**config.mk**
```make
export PLATFORM = sky130hd
export DESIGN_NAME = seq_detect_param
export DESIGN_NICKNAME = d
export VERILOG_FILES = /design/src/rtl/seq_detect_param.sv
export SDC_FILE = /design/constraint.sdc
export NUM_CORES = 1
export LEC_CHECK = 0
export ABC_AREA = 1
export BUFFER_PORTS_ARGS = -buffer_cell sky130_fd_sc_hd__buf_2
export CAP_MARGIN = 10
export CORE_ASPECT_RATIO = 0.9
export CORE_UTILIZATION = 35
export CTS_BUF_LIST = sky130_fd_sc_hd__clkbuf_4 sky130_fd_sc_hd__clkbuf_8
export CTS_CLUSTER_SIZE = 30
export DETAILED_ROUTE_END_ITERATION = 7
export SYNTH_ARGS = -nofsm -noshare
export SYNTH_HDL_FRONTEND = slang
export SYNTH_SLANG_ARGS = --single-unit
```
**constraint.sdc**
```tcl
create_clock -name clk -period 3.33 [get_ports clk]
set_input_delay 0.4995 -clock clk [delete_from_list [all_inputs] [get_ports clk]]
set_output_delay 0.4995 -clock clk [all_outputs]
set_load 0.01 [all_outputs]
```
**src/rtl/seq_detect_param.sv**
```systemverilog
// Parameterised serial pattern detector with runtime-loadable pattern,
// overlapping/non-overlapping match modes and a saturating match counter.
module seq_detect_param #(
    parameter int             N       = 7,
    parameter logic [N-1:0]   PATTERN = 7'b0101010,
    parameter int             OVERLAP = 1,
    parameter int             CNT_W   = 8
) (
    input  logic             clk,
    input  logic             rst,
    input  logic             din,
    input  logic             din_valid,
    input  logic             cfg_load,
    input  logic [N-1:0]     cfg_pattern,
    input  logic             clr_count,
    output logic             flag,
    output logic [CNT_W-1:0] match_count,
    output logic             count_sat
);

    localparam int             FW        = $clog2(N + 1);
    localparam logic [FW-1:0]  FILL_FULL = FW'(N);
    localparam logic [CNT_W-1:0] CNT_MAX = {CNT_W{1'b1}};

    logic [N-1:0]     pat_r,   pat_nxt_s;
    logic [N-1:0]     hist_r,  hist_nxt_s, hist_shift_s;
    logic [FW-1:0]    fill_r,  fill_nxt_s, fill_inc_s;
    logic             flag_r;
    logic             match_s;
    logic [CNT_W-1:0] count_r, count_nxt_s;
    logic             sat_r,   sat_nxt_s;

    // Pattern, history and fill update; detects a match on the accepted bit.
    always_comb begin
        pat_nxt_s    = pat_r;
        hist_nxt_s   = hist_r;
        fill_nxt_s   = fill_r;
        match_s      = 1'b0;
        hist_shift_s = {hist_r[N-2:0], din};
        fill_inc_s   = (fill_r == FILL_FULL) ? FILL_FULL : fill_r + FW'(1);
        if (cfg_load) begin
            pat_nxt_s  = cfg_pattern;
            hist_nxt_s = {N{1'b0}};
            fill_nxt_s = {FW{1'b0}};
        end else if (din_valid) begin
            hist_nxt_s = hist_shift_s;
            match_s    = (fill_inc_s == FILL_FULL) && (hist_shift_s == pat_r);
            // Non-overlapping mode restarts the window so no matched bit is reused
            if (match_s && (OVERLAP == 0)) begin
                fill_nxt_s = {FW{1'b0}};
            end else begin
                fill_nxt_s = fill_inc_s;
            end
        end else begin
            hist_nxt_s = hist_r;
            fill_nxt_s = fill_r;
        end
    end

    // Saturating match counter with sticky saturation flag; clear wins but still counts a same-edge match.
    always_comb begin
        count_nxt_s = count_r;
        sat_nxt_s   = sat_r;
        if (clr_count) begin
            count_nxt_s = match_s ? {{(CNT_W-1){1'b0}}, 1'b1} : {CNT_W{1'b0}};
            sat_nxt_s   = 1'b0;
        end else if (match_s) begin
            if (count_r == CNT_MAX) begin
                sat_nxt_s = 1'b1;
            end else begin
                count_nxt_s = count_r + {{(CNT_W-1){1'b0}}, 1'b1};
            end
        end else begin
            count_nxt_s = count_r;
        end
    end

    // State and output registers with synchronous reset.
    always_ff @(posedge clk) begin
        if (rst) begin
            pat_r   <= PATTERN;
            hist_r  <= {N{1'b0}};
            fill_r  <= {FW{1'b0}};
            flag_r  <= 1'b0;
            count_r <= {CNT_W{1'b0}};
            sat_r   <= 1'b0;
        end else begin
            pat_r   <= pat_nxt_s;
            hist_r  <= hist_nxt_s;
            fill_r  <= fill_nxt_s;
            flag_r  <= match_s;
            count_r <= count_nxt_s;
            sat_r   <= sat_nxt_s;
        end
    end

    assign flag        = flag_r;
    assign match_count = count_r;
    assign count_sat   = sat_r;

endmodule

```
==> run summary <==
Synth warnings: 0
global route overflow: 0
GPL Wtd Cong: 0.773
cell area after layout: 0.00150 sq mm
core area: 0.00348 sq mm
Crit Path Max Fanout: 12
Die W: 66.6 microns
Num CTS Buffers: 3
Slew headroom: 66.5%
run status: finished clean
I/O pin count: 23
post-synth top area share: 39.7%
highest clock rate: 528 MHz
Detail Placement HPWL: 2170 microns
number of fill cells: 380
Commonest cells post-synth: nand2_1 (51), inv_1 (32), dfxtp_1 (26)
RSZ-0062 raised after global routing: false
setup TNS: 0 ns
die height: 60.1 microns
Max clock buf depth: 2
hold crit path type: in2reg
Critical Path AT: 2.10 ns
Yosys reg bits: 26
drt wl/cell: 10.7 microns
PwrDens: 375 mW/mm^2
# DRC: 0
Unique masters post-synth: 19
clk root buf: clkbuf_8
initial antenna violation count: 0
WHS Path Cells: 3
CP endpoint kind: register
Initial DRC Count: 63
asr flop ratio synth: 0%
post-cts hold buffer count: 0
Die Footprint: 0.00400 sq mm
first-pass detailed-route iteration total: 4
synth top area cells: dfxtp_1 (40%), nand2_1 (15%), inv_1 (9.2%), a21oi_1 (7.2%), o21ai_0 (6.9%)
Via-to-Cell Ratio: 4.68
FP Rows: 20
clk slew on worst S/H paths: 0.09 ns
max-slew violation count: 0
clk_skew: 0.00554 ns
critical path class: reg2reg
Required @ worst endpoint: 3.54 ns
CP Launch Type: register
initial core utilization: 37.7%
number of global-route vias before repair: 1,025
setup slack after layout: 1.43 ns
multi-input logic area: 647 sq um
GRT Util Overall: 15.5%
synthesized netlist cell count: 202
CTS sink cnt: 26
Fin. Hold Viols: 0
fin crit period: 1.90 ns
port buffer count: 22
Post-CTS Resized: 0
largest net degree at the start of global routing: 15
Final Setup Violations: 0
largest area contributor in the netlist: dfxtp_1
post-synthesis area per instance: 6.50 sq um
Routed Wire Length: 2860 microns
setup bufs post-CTS: 0
H-tree depth: 1
Peak supply drop: 174 uV
layout cells sized above 1: 14.3%
Sequential Area: 520 sq um
Tightest Pin Transition: 0.501 ns
MaxCap Viol Count: 0
# diodes: 0
dpl ws: 1.46 ns
EDFF count, synth: 0
Detail Route Antenna Nets: 0
Area Overhead vs Synth: 14.4%
nets: 240
most common flop cell mapped by yosys: dfxtp_1
FF-to-FF path depth: 7
most used standard cell by instance count after synthesis: nand2_1
first-pass GRT wire length: 4710 microns
CTS tree: done
syn_nets: 217
Post-Syn Area: 0.00131 sq mm
DP Area: 0.00146 sq mm
total number of vias: 1,249
sequential share of the synthesized area: 39.7%
crit share post-route: 56.9%
Skew-Pair Late Insertion Delay: 0.27 ns
Leak: 0.714 nW
## cell usage in the layout (no fill, tap or decap), drive strengths merged
master	n
nand3	13
o21ai	18
a21oi	19
dfxtp	26
xor2	1
xnor2	1
nand4	6
inv	34
nor2	25
a31oi	1
clkbuf	3
nor3	1
ha	2
buf	22
nand2	51
## registers in the layout (all words and copies together) (netlist names)
| signal | cells |
|---|---|
| hist_r | 6 |
| pat_r | 7 |
| match_count | 8 |
| count_sat | 1 |
| flag | 1 |
| fill_r | 3 |
## per-stage QoR
stage	power [mW]	utilization [%]	hold slack, ns	instances
2_1_floorplan	0.372	-	0.446	202
3_3_place_gp	0.390	42.0	0.439	264
3_5_place_dp	0.391	42.0	0.447	264
4_1_cts	0.569	43.2	0.443	267
5_1_grt	0.592	43.2	0.440	267
6_report	0.564	43.2	0.445	267
## power breakdown
group	switching, mW	leakage (nW)	internal [mW]
sequential	0.00613	0.212	0.320
combinational	0.0369	0.480	0.0199
clock	0.0993	0.0216	0.0811
total	0.142	0.714	0.421
## routing by layer
| metal | up-vias | part of all wire [%] | global-route usage, % |
|---|---|---|---|
| met5 | - | 0 | 0 |
| met4 | 0 | 0.77 | 4.56 |
| met3 | 2 | 4.1 | 2.48 |
| met2 | 25 | 38 | 21.8 |
| met1 | 539 | 57 | 23.6 |
| li1 | 683 | - | - |
## layout make-up
cell class	count	share of cell area, %
flip-flops and latches	26	34.7
inverters	34	8.50
repair buffers	22	7.33
multi-input cells	138	43.1
well taps	44	3.67
clock buffers	3	2.75
## cell families after synthesis
logic type | after synthesis | share of synthesized area (%)
AND/OR/NAND/NOR | 96 | 31.5
AO/OA/AOI/OAI | 38 | 14.6
buffers and inverters | 38 | 11.1
flip-flops | 26 | 39.7
XOR/XNOR | 2 | 1.33
adder cells (fa/ha/maj) | 2 | 1.91
## worst paths after layout
| path | endpoint | start | slack, ns |
|---|---|---|---|
| worst max-delay path | match_count[1] | match_count[0] | 1.43 |
| worst min register to register | count_sat | count_sat | 0.45 |
| worst min-delay path | pat_r[3] | cfg_pattern[3] | 0.44 |
| worst max register to register | match_count[1] | match_count[0] | 1.43 |
## worst max-delay path: stages, from the launching register on
cell	delay (ns)
dfxtp_1	0.39
ha_1	0.21
nand2_1	0.09
nor2_2	0.18
nand4_1	0.43
nand3_2	0.30
nand3_1	0.09
a21oi_1	0.14
Note: power is estimated with default switching activity, not from simulation.
